===== src/rtl/dm_arbiter.sv =====
// Two-port round-robin arbiter in front of a single-ported data memory; one access per BUSY cycle.
// Define DM_ARB_TRACE_EN to print a trace line for every write that reaches memory.
module dm_arbiter (
   input  logic        clk,
   input  logic        clr_n,
   input  logic        req0,
   input  logic        req1,
   input  logic        we0,
   input  logic        we1,
   input  logic [31:0] addr0,
   input  logic [31:0] addr1,
   input  logic [31:0] wdata0,
   input  logic [31:0] wdata1,
   input  logic [31:0] pc0,
   input  logic [31:0] pc1,
   output logic        ack0,
   output logic        ack1,
   output logic [31:0] rdata0,
   output logic [31:0] rdata1,
   output logic        dm_memw,
   output logic        dm_memr,
   output logic [31:0] dm_add,
   output logic [31:0] dm_wdata,
   input  logic [31:0] dm_rdata,
   output logic        busy
);

   localparam logic [1:0] IDLE  = 2'd0;
   localparam logic [1:0] BUSY0 = 2'd1;
   localparam logic [1:0] BUSY1 = 2'd2;

   logic [1:0] state;
   logic       ptr;     // 0: port 0 wins a tie, 1: port 1 wins
   logic       we_q;
   logic       gnt0, gnt1;

   // The port just served is excluded, so a BUSY exit can hand straight to the other port.
   always_comb begin
      gnt0 = 1'b0;
      gnt1 = 1'b0;
      case (state)
         IDLE: begin
            if (req0 && (!req1 || !ptr)) gnt0 = 1'b1;
            else if (req1)               gnt1 = 1'b1;
         end
         BUSY0:   gnt1 = req1;
         BUSY1:   gnt0 = req0;
         default: ;
      endcase
   end

   always_ff @(posedge clk or negedge clr_n) begin
      if (!clr_n) begin
         state    <= IDLE;
         ptr      <= 1'b0;
         we_q     <= 1'b0;
         dm_add   <= '0;
         dm_wdata <= '0;
         ack0     <= 1'b0;
         ack1     <= 1'b0;
         rdata0   <= '0;
         rdata1   <= '0;
      end else begin
         ack0 <= (state == BUSY0);
         ack1 <= (state == BUSY1);
         if (state == BUSY0 && !we_q) rdata0 <= dm_rdata;
         if (state == BUSY1 && !we_q) rdata1 <= dm_rdata;
         // dm_add/dm_wdata double as the request latch, so they hold while idle.
         if (gnt0) begin
            state    <= BUSY0;
            ptr      <= 1'b1;
            we_q     <= we0;
            dm_add   <= addr0;
            dm_wdata <= wdata0;
         end else if (gnt1) begin
            state    <= BUSY1;
            ptr      <= 1'b0;
            we_q     <= we1;
            dm_add   <= addr1;
            dm_wdata <= wdata1;
         end else begin
            state <= IDLE;
         end
      end
   end

   assign busy    = (state == BUSY0) || (state == BUSY1);
   assign dm_memw = busy &  we_q;
   assign dm_memr = busy & ~we_q;

`ifdef DM_ARB_TRACE_EN
   logic [31:0] pc_q;

   always_ff @(posedge clk or negedge clr_n) begin
      if (!clr_n)    pc_q <= '0;
      else if (gnt0) pc_q <= pc0;
      else if (gnt1) pc_q <= pc1;
   end

   // Each write occupies exactly one BUSY cycle, so this fires once per write.
   always @(posedge clk) begin
      if (clr_n && dm_memw)
         $display("%d@%h: *%h <= %h", $time, pc_q, dm_add, dm_wdata);
   end
`else
   logic unused_pc;
   assign unused_pc = ^{pc0, pc1};
`endif

endmodule


===== config.mk =====
export PLATFORM = sky130hd
export DESIGN_NAME = dm_arbiter
export DESIGN_NICKNAME = d
export VERILOG_FILES = /design/src/rtl/dm_arbiter.sv
export SDC_FILE = /design/constraint.sdc
export NUM_CORES = 1
export LEC_CHECK = 0
export ABC_AREA = 1
export CAP_MARGIN = 20
export CORE_AREA = 2 2 141 143
export CTS_CLUSTER_SIZE = 30
export DETAILED_ROUTE_END_ITERATION = 6
export DIE_AREA = 0 0 143 145
export PLACE_DENSITY = 0.78
export SLEW_MARGIN = 20
export SYNTH_ARGS = -nofsm -noshare
export SYNTH_HDL_FRONTEND = slang
export SYNTH_SLANG_ARGS = --single-unit

===== constraint.sdc =====
create_clock -name clk -period 4.53 [get_ports clk]
set_input_delay 0.906 -clock clk [delete_from_list [all_inputs] [get_ports clk]]
set_output_delay 0.906 -clock clk [all_outputs]
set_load 0.03 [all_outputs]

Yosys cells after proc, flatten, opt, wreduce, memory -nomap -nowiden:

Index checks and enable logic that the tools add are counted.

* eq/ne operators: 2
* mux-type cells: 15
* bitwise gates (word level): 3
* reductions and logical operators: 10

Operators by type and width (number)
* $mux W32: 4
* $mux W1: 7
* $mux W2: 2
* $pmux W1 S2: 2
* $logic_and A1 B1 Y1: 3
* $logic_not A1 Y1: 3
* $and A1 B1 Y1: 2
* $eq A2 B1 Y1 const B: 1
* $eq A2 B2 Y1 const B: 1
* $logic_not A2 Y1: 1
* $logic_or A1 B1 Y1: 2
* $reduce_bool A2 Y1: 1
* $not A1 Y1: 1

* register bits: 134
* input bits: 230
* output and inout bits: 133
* logic and storage cells: 39

Logic depth before layout (Yosys ltp):

Gate-level depths: netlist of the first run.

* word-level depth: 7
* depth in mapped cells: 10
* mapped depth without buffers: 8

Worst setup path after synthesis of the first run:

No wires, ideal clock.

* path kind: register to output
* start point: reg state[0]
* end point: out dm_memr
* arrival time: 1316 ps
* data required time: 3624 ps
* setup slack: 2308 ps
* cell stages (with the launch flop): 5
* buffers on the path: 0
* path through: dfrtp_1 -> inv_1 -> ha_1 -> inv_1 -> nor2_1

* cells in the longest elaborated chain, start to end: 3
* elaborated cells between the ends (all ways): 4
* classes of those cells: eq/ne (2); bitwise (1); reduce/logical (1)

RTL lines
* start: declaration: RTL line 32 `logic [1:0] state;`
* start signal: assignment: RTL line 54 `state <= IDLE;`
* start signal: assignment: RTL line 70 `state <= BUSY0;`
* start signal: assignment: RTL line 76 `state <= BUSY1;`
* $eq A2 B1 Y1 or $eq A2 B2 Y1 (tied branches): RTL line 87 `assign busy = (state == BUSY0) || (state == BUSY1);`
* $logic_or A1 B1 Y1 (*): RTL line 87
* net busy: RTL line 25 `output logic busy`
* $and A1 B1 Y1 (*): RTL line 89 `assign dm_memr = busy & ~we_q;`
* end: declaration: RTL line 21 `output logic dm_memr,`

The timed path passes the listed nets; every way through them passes the cells marked *.

Final worst setup path of the first run:

* start point: reg state[1]
* end point: out dm_memr

* cells in the longest elaborated chain, start to end: 3
* elaborated cells between the ends (all ways): 4
* classes of those cells: eq/ne (2); bitwise (1); reduce/logical (1)

RTL lines (RTL line)
* $eq A2 B1 Y1 or $eq A2 B2 Y1 (tied branches): 87
* $logic_or A1 B1 Y1 (*): 87
* $and A1 B1 Y1 (*): 89

Mark *: on every way between the ends. The rest lies on a longest branch, timed or not.

==> results of run 1 <==
[kinds of logic after synthesis]
family                   after synthesis  share of synthesized area, %
flip-flops                           134                         54.05
AND/OR/NAND/NOR                      471                         32.59
AO/OA/AOI/OAI                         65                         5.244
buffers and inverters                 99                         7.503
adder cells (fa/ha/maj)                3                        0.6051
[Yosys cell counts]
cell	n	area, um^2
buf_6	5	56.30
o21ai_0	64	320.3
nand2_1	336	1261
ha_1	3	37.54
nand3_2	1	10.01
nand4_1	65	406.6
nand3_1	68	340.3
dfrtp_1	134	3353
clkbuf_1	24	90.09
inv_1	38	142.6
buf_4	7	52.55
buf_1	1	3.750
buf_2	24	120.1
nor2_1	1	3.750
a21oi_1	1	5.000
[path summary, 6_finish.rpt]
| check | endpoint | slack [ns] |
|---|---|---|
| max | dm_memr | 1.61 |
| min | rdata0[23]$_DFFE_PN0P_ | 0.48 |
| max reg2reg | dm_wdata[25]$_DFFE_PN0P_ | 2.47 |
| min reg2reg | rdata0[23]$_DFFE_PN0P_ | 0.48 |
| max in group asynchronous | dm_add[13]$_DFFE_PN0P_ | 3.00 |
| min in group asynchronous | rdata1[16]$_DFFE_PN0P_ | 0.50 |
[routing by layer]
metal  vias to the layer above  GRT usage [%]
li1                       3035              -
met1                      2820          22.98
met2                       274          30.38
met3                        22          5.116
met4                         0          5.594
met5                         -              0
[metrics by stage]
stage	hold WS, ns	power, mW	worst slack, ns	utilization, %
after floorplan	0.4686	4.685	2.308	-
after global placement	0.4647	6.331	1.383	48.36
after detailed placement	0.4724	6.388	1.536	48.39
after CTS	0.4870	7.684	1.581	51.16
after global routing	0.5080	8.113	1.463	51.16
final	0.4833	7.603	1.611	51.16
[flip-flops by register name, summed over array words and instances (netlist names)]
signal and count:
ack1 1, rdata1 32, rdata0 32, dm_add 32, we_q 1, ack0 1, dm_wdata 32, state 2
ptr 1
[final cells by class]
type / count / area (um^2)
repair buffers: 307 / 3052
clock inverters: 14 / 103.9
flip-flops and latches: 134 / 3353
well taps: 265 / 331.6
inverters: 38 / 142.6
clock buffers: 18 / 429.2
fillers: 1772 / 9380
multi-input cells: 539 / 2415
[worst max-delay path, stage by stage, from the launching register on]
cell and delay [ns]:
dfrtp_1 0.36, inv_1 0.07, ha_1 0.35, inv_1 0.05, nor2_1 0.08, clkdlybuf4s50_1 0.70
[power by group]
part	leakage [nW]	internal, mW	switching [mW]	total, mW
logic	2.82	1.61	2.63	4.24
registers	1.66	1.79	0.315	2.11
clock network	0.246	0.703	0.557	1.26
==> impl_metrics.py, run 1 <==
metrics = {
    "floorplanning": {
        "std_cell_rows": 51,
        "core_um2": 19210,
        "dieArea_um2": 20740,
        "start_util_pct": 32.30,
        "die_h_um": 145,
        "die_w_um": 143,
        "ioPinCount": 363,
    },
    "global_route": {
        "grt_antenna_before_repair": 0,
        "grt_pass1_wl_um": 30310,
        "overflow": 0,
        "track_usage_pct": 18.28,
        "grt_pass1_vias": 5841,
        "grt_max_degree": 77,
    },
    "hold_path": {
        "hold_path_class": "reg -> reg",
        "hp-start": "rdata0[23]$_DFFE_PN0P_",
        "worst_hold_path.num_cells": 2,
    },
    "detailed_routing": {
        "drt_iter0_markers": 269,
        "routedWlPerCell_um": 14.48,
        "highest_layer": "met4",
        "dr.pass1.iters": 6,
        "dr_total_vias": 6151,
        "ant_nets": 0,
        "route.met3.wl_um": 1497,
        "drc": 0,
        "wl_met2_um": 9197,
        "wl_met1_um": 8061,
        "wirelength_um": 19040,
        "viasPerCell": 4.678,
    },
    "finish": {
        "layout_common_cells": "330 x nand2_1, 297 x clkdlybuf4s50_1, 134 x dfrtp_1",
        "layout-drive-gt1-share_pct": 4.762,
        "final_cells": 1315,
        "final_area_um2": 9827,
        "antenna_cells": 0,
        "final_common_cell": "nand2_1",
        "areaGrowthSynthToFinish_pct": 58.41,
        "nets": 1270,
    },
    "setup_path": {
        "criticalPathCategory": "reg -> out",
        "setup.worst_path.start_class": "flip-flop",
        "timing.rr.start": "state[0]$_DFF_PN0_",
        "setup.worst_path.start": "state[1]$_DFF_PN0_",
        "end_kind": "primary output",
        "arrival_ns": 2.01,
        "r2r_cells": 9,
        "critPathRequiredTime_ns": 3.62,
        "critPathMaxFanout": 3,
    },
    "timing": {
        "fmax_ghz": 0.3425,
        "final-setup-viol-count": 0,
        "finalMaxSlewViolations": 0,
        "fin_crit_sh_pct": 64.44,
        "finalClockSkew_ns": 0.005586,
        "hold_violations": 0,
        "final.min_clock_period_ns": 2.919,
        "setup-tns-final_ns": 0,
        "worst_slew_pin_slew_ns": 1.032,
        "slew_headroom_pct": 30.93,
        "rsz0062_at_grt": "no",
    },
    "synth": {
        "seq_area_frac_synth_pct": 54.05,
        "synth_warnings": 0,
        "synth-seq-cells": 134,
        "synth_area_per_cell_um2": 8.036,
        "synthCells": 772,
        "syn-num-nets": 1005,
        "syn-cell-area_um2": 6203,
        "synthDistinctLibCells": 15,
    },
    "run_status": {
        "run_status": "complete, no violations",
    },
    "run": {
        "drv_cap": 0,
    },
    "place": {
        "dpl_cell_area_um2": 9294,
        "io_buffers": 298,
        "dp.cells": 1283,
        "dpl.hpwl_um": 12930,
        "place.gp.congestion": 0.7898,
    },
    "clocking": {
        "cts_buffers": 17,
        "clock-root-buffer": "clkbuf_16",
        "cts_tree": "yes",
        "post_cts_buffers": 0,
        "clkTransAtPathRegs_ns": 0.06,
        "cts_resized": 0,
        "htreeDepth": 4,
        "cts_sinks": 134,
        "cts_max_path_buffers": 2,
        "hold_buffers": 0,
        "clkLatencyLatePin_ns": 0.41,
    },
    "power": {
        "p_leak_nw": 4.725,
        "vdd_drop_max_mv": 0.2972,
        "power_density_nw_per_um2": 773.7,
    },
}
Power figures use the tool's default switching activity.
==> inputs of run 2 (changes only) <==
PLACE_DENSITY = 0.81   (was 0.78)
clock period = 2.65 ns   (was 4.53 ns; I/O delays follow)
==> impl_metrics.py, run 2 (same netlist as run 1, synthesis figures left out) <==
metrics = {
    "detailed_routing": {
        "dr_total_vias": 6233,
        "routedWlPerCell_um": 14.77,
        "ant_nets": 0,
        "viasPerCell": 4.711,
        "drt_iter0_markers": 227,
        "drc": 0,
        "dr.pass1.iters": 7,
        "wirelength_um": 19540,
    },
    "clocking": {
        "cts_max_path_buffers": 2,
        "hold_buffers": 0,
        "clkTransAtPathRegs_ns": 0.06,
        "cts_buffers": 17,
        "htreeDepth": 4,
        "cts_tree": "yes",
        "cts_resized": 0,
        "clock-root-buffer": "clkbuf_16",
        "post_cts_buffers": 0,
        "clkLatencyLatePin_ns": 0.42,
        "cts_sinks": 134,
    },
    "timing": {
        "finalClockSkew_ns": 0.01069,
        "hold_violations": 0,
        "setup-tns-final_ns": 0,
        "worst_slew_pin_slew_ns": 0.5820,
        "finalMaxSlewViolations": 0,
        "fin_crit_sh_pct": 94.58,
        "final-setup-viol-count": 0,
        "fmax_ghz": 0.3990,
        "final.min_clock_period_ns": 2.506,
        "slew_headroom_pct": 61.20,
        "rsz0062_at_grt": "no",
    },
    "floorplanning": {
        "core_um2": 19210,
        "die_h_um": 145,
        "die_w_um": 143,
        "dieArea_um2": 20740,
        "start_util_pct": 32.30,
        "ioPinCount": 363,
        "std_cell_rows": 51,
    },
    "global_route": {
        "overflow": 0,
        "grt_pass1_wl_um": 30950,
        "grt_antenna_before_repair": 0,
        "grt_pass1_vias": 6070,
        "track_usage_pct": 18.73,
        "grt_max_degree": 66,
    },
    "setup_path": {
        "timing.rr.start": "state[0]$_DFF_PN0_",
        "path_delay_family": "buffers and inverters",
        "arrival_ns": 1.98,
        "cp_common_cell": "inv_1",
        "r2r_cells": 9,
        "setup.worst_path.start_class": "flip-flop",
        "criticalPathCategory": "reg -> out",
        "critical_path.slowest_cell": "clkdlybuf4s50_1",
        "cp.depth": 5,
        "end_kind": "primary output",
        "cp_cell_sequence": "inv_1 > ha_1 > inv_1 > nor2_1 > clkdlybuf4s50_1",
        "slowest_delay_ns": 0.69,
        "cp_num_buf_inv": 3,
        "setup.worst_path.start": "state[0]$_DFF_PN0_",
        "critPathMaxFanout": 3,
        "critPathRequiredTime_ns": 2.12,
    },
    "place": {
        "dp.cells": 1291,
        "dpl.hpwl_um": 14070,
        "place.gp.congestion": 0.7919,
        "io_buffers": 298,
    },
    "power": {
        "p_leak_nw": 4.800,
        "power_mw": 13.19,
        "power_density_nw_per_um2": 1325,
        "vdd_drop_max_mv": 0.4070,
    },
    "finish": {
        "nFillCells": 1761,
        "nets": 1278,
        "areaGrowthSynthToFinish_pct": 60.51,
        "layout_common_cells": "330 x nand2_1, 297 x clkdlybuf4s50_1, 134 x dfrtp_1",
        "final_common_cell": "nand2_1",
        "utilization_pct": 51.84,
        "final_cells": 1323,
        "antenna_cells": 0,
        "seqCellArea_um2": 3353,
        "layout-drive-gt1-share_pct": 5.577,
        "multi_input_area_um2": 2410,
    },
    "hold_path": {
        "hold_path_class": "in -> async",
    },
    "run_status": {
        "run_status": "complete, no violations",
    },
    "run": {
        "drv_cap": 0,
    },
}
run 2: per-stage QoR:
step	setup WS (ns)	hold slack, ns	cell area, um^2
2_1_floorplan	0.8037	0.2344	6203
5_1_grt	0.06168	0.09009	9957
3_3_place_gp	0.4456	0.4661	9399
6_report	0.1437	0.04179	9957
4_1_cts	0.1256	0.07035	9957
3_5_place_dp	0.3969	0.4718	9399
run 2: layout make-up:
class,count,area share [%]
sequential,134,33.68
multi-input combinational,539,24.20
tap,265,3.330
clock buffer,17,4.272
clock inverter,15,1.332
inverter,38,1.433
timing repair buffer,315,31.75
run 2: power breakdown:
group / internal (mW) / switching (mW)
clock: 1.24 / 0.999
sequential: 3.06 / 0.533
combinational: 2.82 / 4.54
total: 7.12 / 6.07
run 2: path summary, 6_finish.rpt:
check	end	slack (ns)
max	dm_memr	0.14
max in group asynchronous	rdata1[13]$_DFFE_PN0P_	1.87
min reg2reg	rdata1[12]$_DFFE_PN0P_	0.48
min in group clk	rdata1[12]$_DFFE_PN0P_	0.48
max reg2reg	dm_add[20]$_DFFE_PN0P_	0.83
min	rdata0[19]$_DFFE_PN0P_	0.04
run 2: routing by layer:
| layer | GRT usage, % | wire length, um | up-vias | part of all wire, % |
|---|---|---|---|---|
| met2 | 31.58 | 9640 | 257 | 49 |
| met4 | 6.485 | 459 | 0 | 2.3 |
| met5 | 0 | 0 | - | 0 |
| li1 | - | - | 3058 | - |
| met1 | 22.72 | 7861 | 2887 | 40 |
| met3 | 5.413 | 1582 | 31 | 8.1 |
==> inputs of run 3 (changes only) <==
PLACE_DENSITY = 0.78   (was 0.81)
clock period = 2.7 ns   (was 2.65 ns; I/O delays follow)
==> impl_metrics.py, run 3 (same netlist as run 1, synthesis figures left out) <==
metrics = {
    "detailed_routing": {
        "viasPerCell": 4.724,
        "dr_total_vias": 6250,
        "routedWlPerCell_um": 14.60,
        "dr.pass1.iters": 6,
        "ant_nets": 0,
        "drt_iter0_markers": 227,
        "drc": 0,
        "wirelength_um": 19320,
    },
    "finish": {
        "final_cells": 1323,
        "layout_common_cells": "330 x nand2_1, 297 x clkdlybuf4s50_1, 134 x dfrtp_1",
        "utilization_pct": 51.90,
        "antenna_cells": 0,
        "layout-drive-gt1-share_pct": 5.577,
        "nets": 1278,
        "areaGrowthSynthToFinish_pct": 60.69,
        "final_area_um2": 9968,
        "final_common_cell": "nand2_1",
    },
    "place": {
        "dp.cells": 1291,
        "io_buffers": 298,
        "dpl.hpwl_um": 13650,
        "pre_cts_ws_ns": 0.5228,
        "dpl_cell_area_um2": 9412,
        "place.gp.congestion": 0.8103,
    },
    "power": {
        "vdd_drop_max_mv": 0.4322,
        "p_leak_nw": 4.809,
        "power_density_nw_per_um2": 1301,
        "power_mw": 12.97,
    },
    "global_route": {
        "track_usage_pct": 18.58,
        "grt_antenna_before_repair": 0,
        "overflow": 0,
        "grt_pass1_vias": 6140,
        "grt_max_degree": 68,
        "grt_pass1_wl_um": 30920,
    },
    "timing": {
        "fmax_ghz": 0.3983,
        "rsz0062_at_grt": "no",
        "worst_slew_pin_slew_ns": 0.5662,
        "finalMaxSlewViolations": 0,
        "setup-tns-final_ns": 0,
        "final.min_clock_period_ns": 2.511,
        "fin_crit_sh_pct": 92.99,
        "setup_ws_ns": 0.1893,
        "slew_headroom_pct": 62.25,
        "hold_violations": 0,
        "holdWs_ns": 0.06213,
        "finalClockSkew_ns": 0.007465,
        "final-setup-viol-count": 0,
    },
    "clocking": {
        "hold_buffers": 0,
        "htreeDepth": 4,
        "clkLatencyLatePin_ns": 0.41,
        "post_cts_buffers": 0,
        "clock-root-buffer": "clkbuf_16",
        "cts_buffers": 17,
        "cts_resized": 0,
        "cts_sinks": 134,
        "cts_max_path_buffers": 2,
        "cts_tree": "yes",
        "clkTransAtPathRegs_ns": 0.06,
    },
    "floorplanning": {
        "std_cell_rows": 51,
        "start_util_pct": 32.30,
        "dieArea_um2": 20740,
        "die_w_um": 143,
        "ioPinCount": 363,
        "die_h_um": 145,
        "core_um2": 19210,
    },
    "setup_path": {
        "critPathRequiredTime_ns": 2.16,
        "arrival_ns": 1.97,
        "setup.worst_path.start_class": "flip-flop",
        "criticalPathCategory": "reg -> out",
        "critPathMaxFanout": 3,
        "end_kind": "primary output",
    },
    "hold_path": {
        "hold_path_class": "in -> async",
    },
    "run_status": {
        "run_status": "complete, no violations",
    },
    "run": {
        "drv_cap": 0,
    },
}
-- run 3: metal layers --
metal / track usage (%) / part of all wire, % / up-vias
li1: - / - / 3057
met1: 22.36 / 41 / 2918
met2: 31.84 / 50 / 249
met3: 5.710 / 7.7 / 26
met4: 5.297 / 1.8 / 0
met5: 0 / 0 / -
-- run 3: worst paths after layout --
check | from | to | slack (ns) | depth (start not counted)
hold reg to reg | rdata1[25]$_DFFE_PN0P_ | rdata1[25]$_DFFE_PN0P_ | 0.48 | 2
max in group asynchronous | clr_n | dm_add[5]$_DFFE_PN0P_ | 1.96 | 2
setup reg to reg | state[0]$_DFF_PN0_ | dm_add[28]$_DFFE_PN0P_ | 0.97 | 9
setup / recovery | state[0]$_DFF_PN0_ | dm_memr | 0.19 | 5
hold / removal | clr_n | rdata1[14]$_DFFE_PN0P_ | 0.06 | 1
min in group clk | rdata1[25]$_DFFE_PN0P_ | rdata1[25]$_DFFE_PN0P_ | 0.48 | 2
-- run 3: cell type report --
type                    count  area [um^2]
fillers                  1794         9239
flip-flops and latches    134         3353
repair buffers            315         3174
multi-input cells         539         2410
clock buffers              17        425.4
well taps                 265        331.6
inverters                  38        142.6
clock inverters            15        131.4
-- run 3: power breakdown --
group | switching (mW) | internal, mW | total (mW)
sequential | 0.534 | 3.01 | 3.54
clock | 0.989 | 1.21 | 2.20
combinational | 4.44 | 2.78 | 7.22
-- run 3: critical path, cell delays in order (launching register included) --
cell and delay, ns:
dfrtp_1 0.35, inv_1 0.06, ha_1 0.34, inv_1 0.05, nor2_1 0.09, clkdlybuf4s50_1 0.67
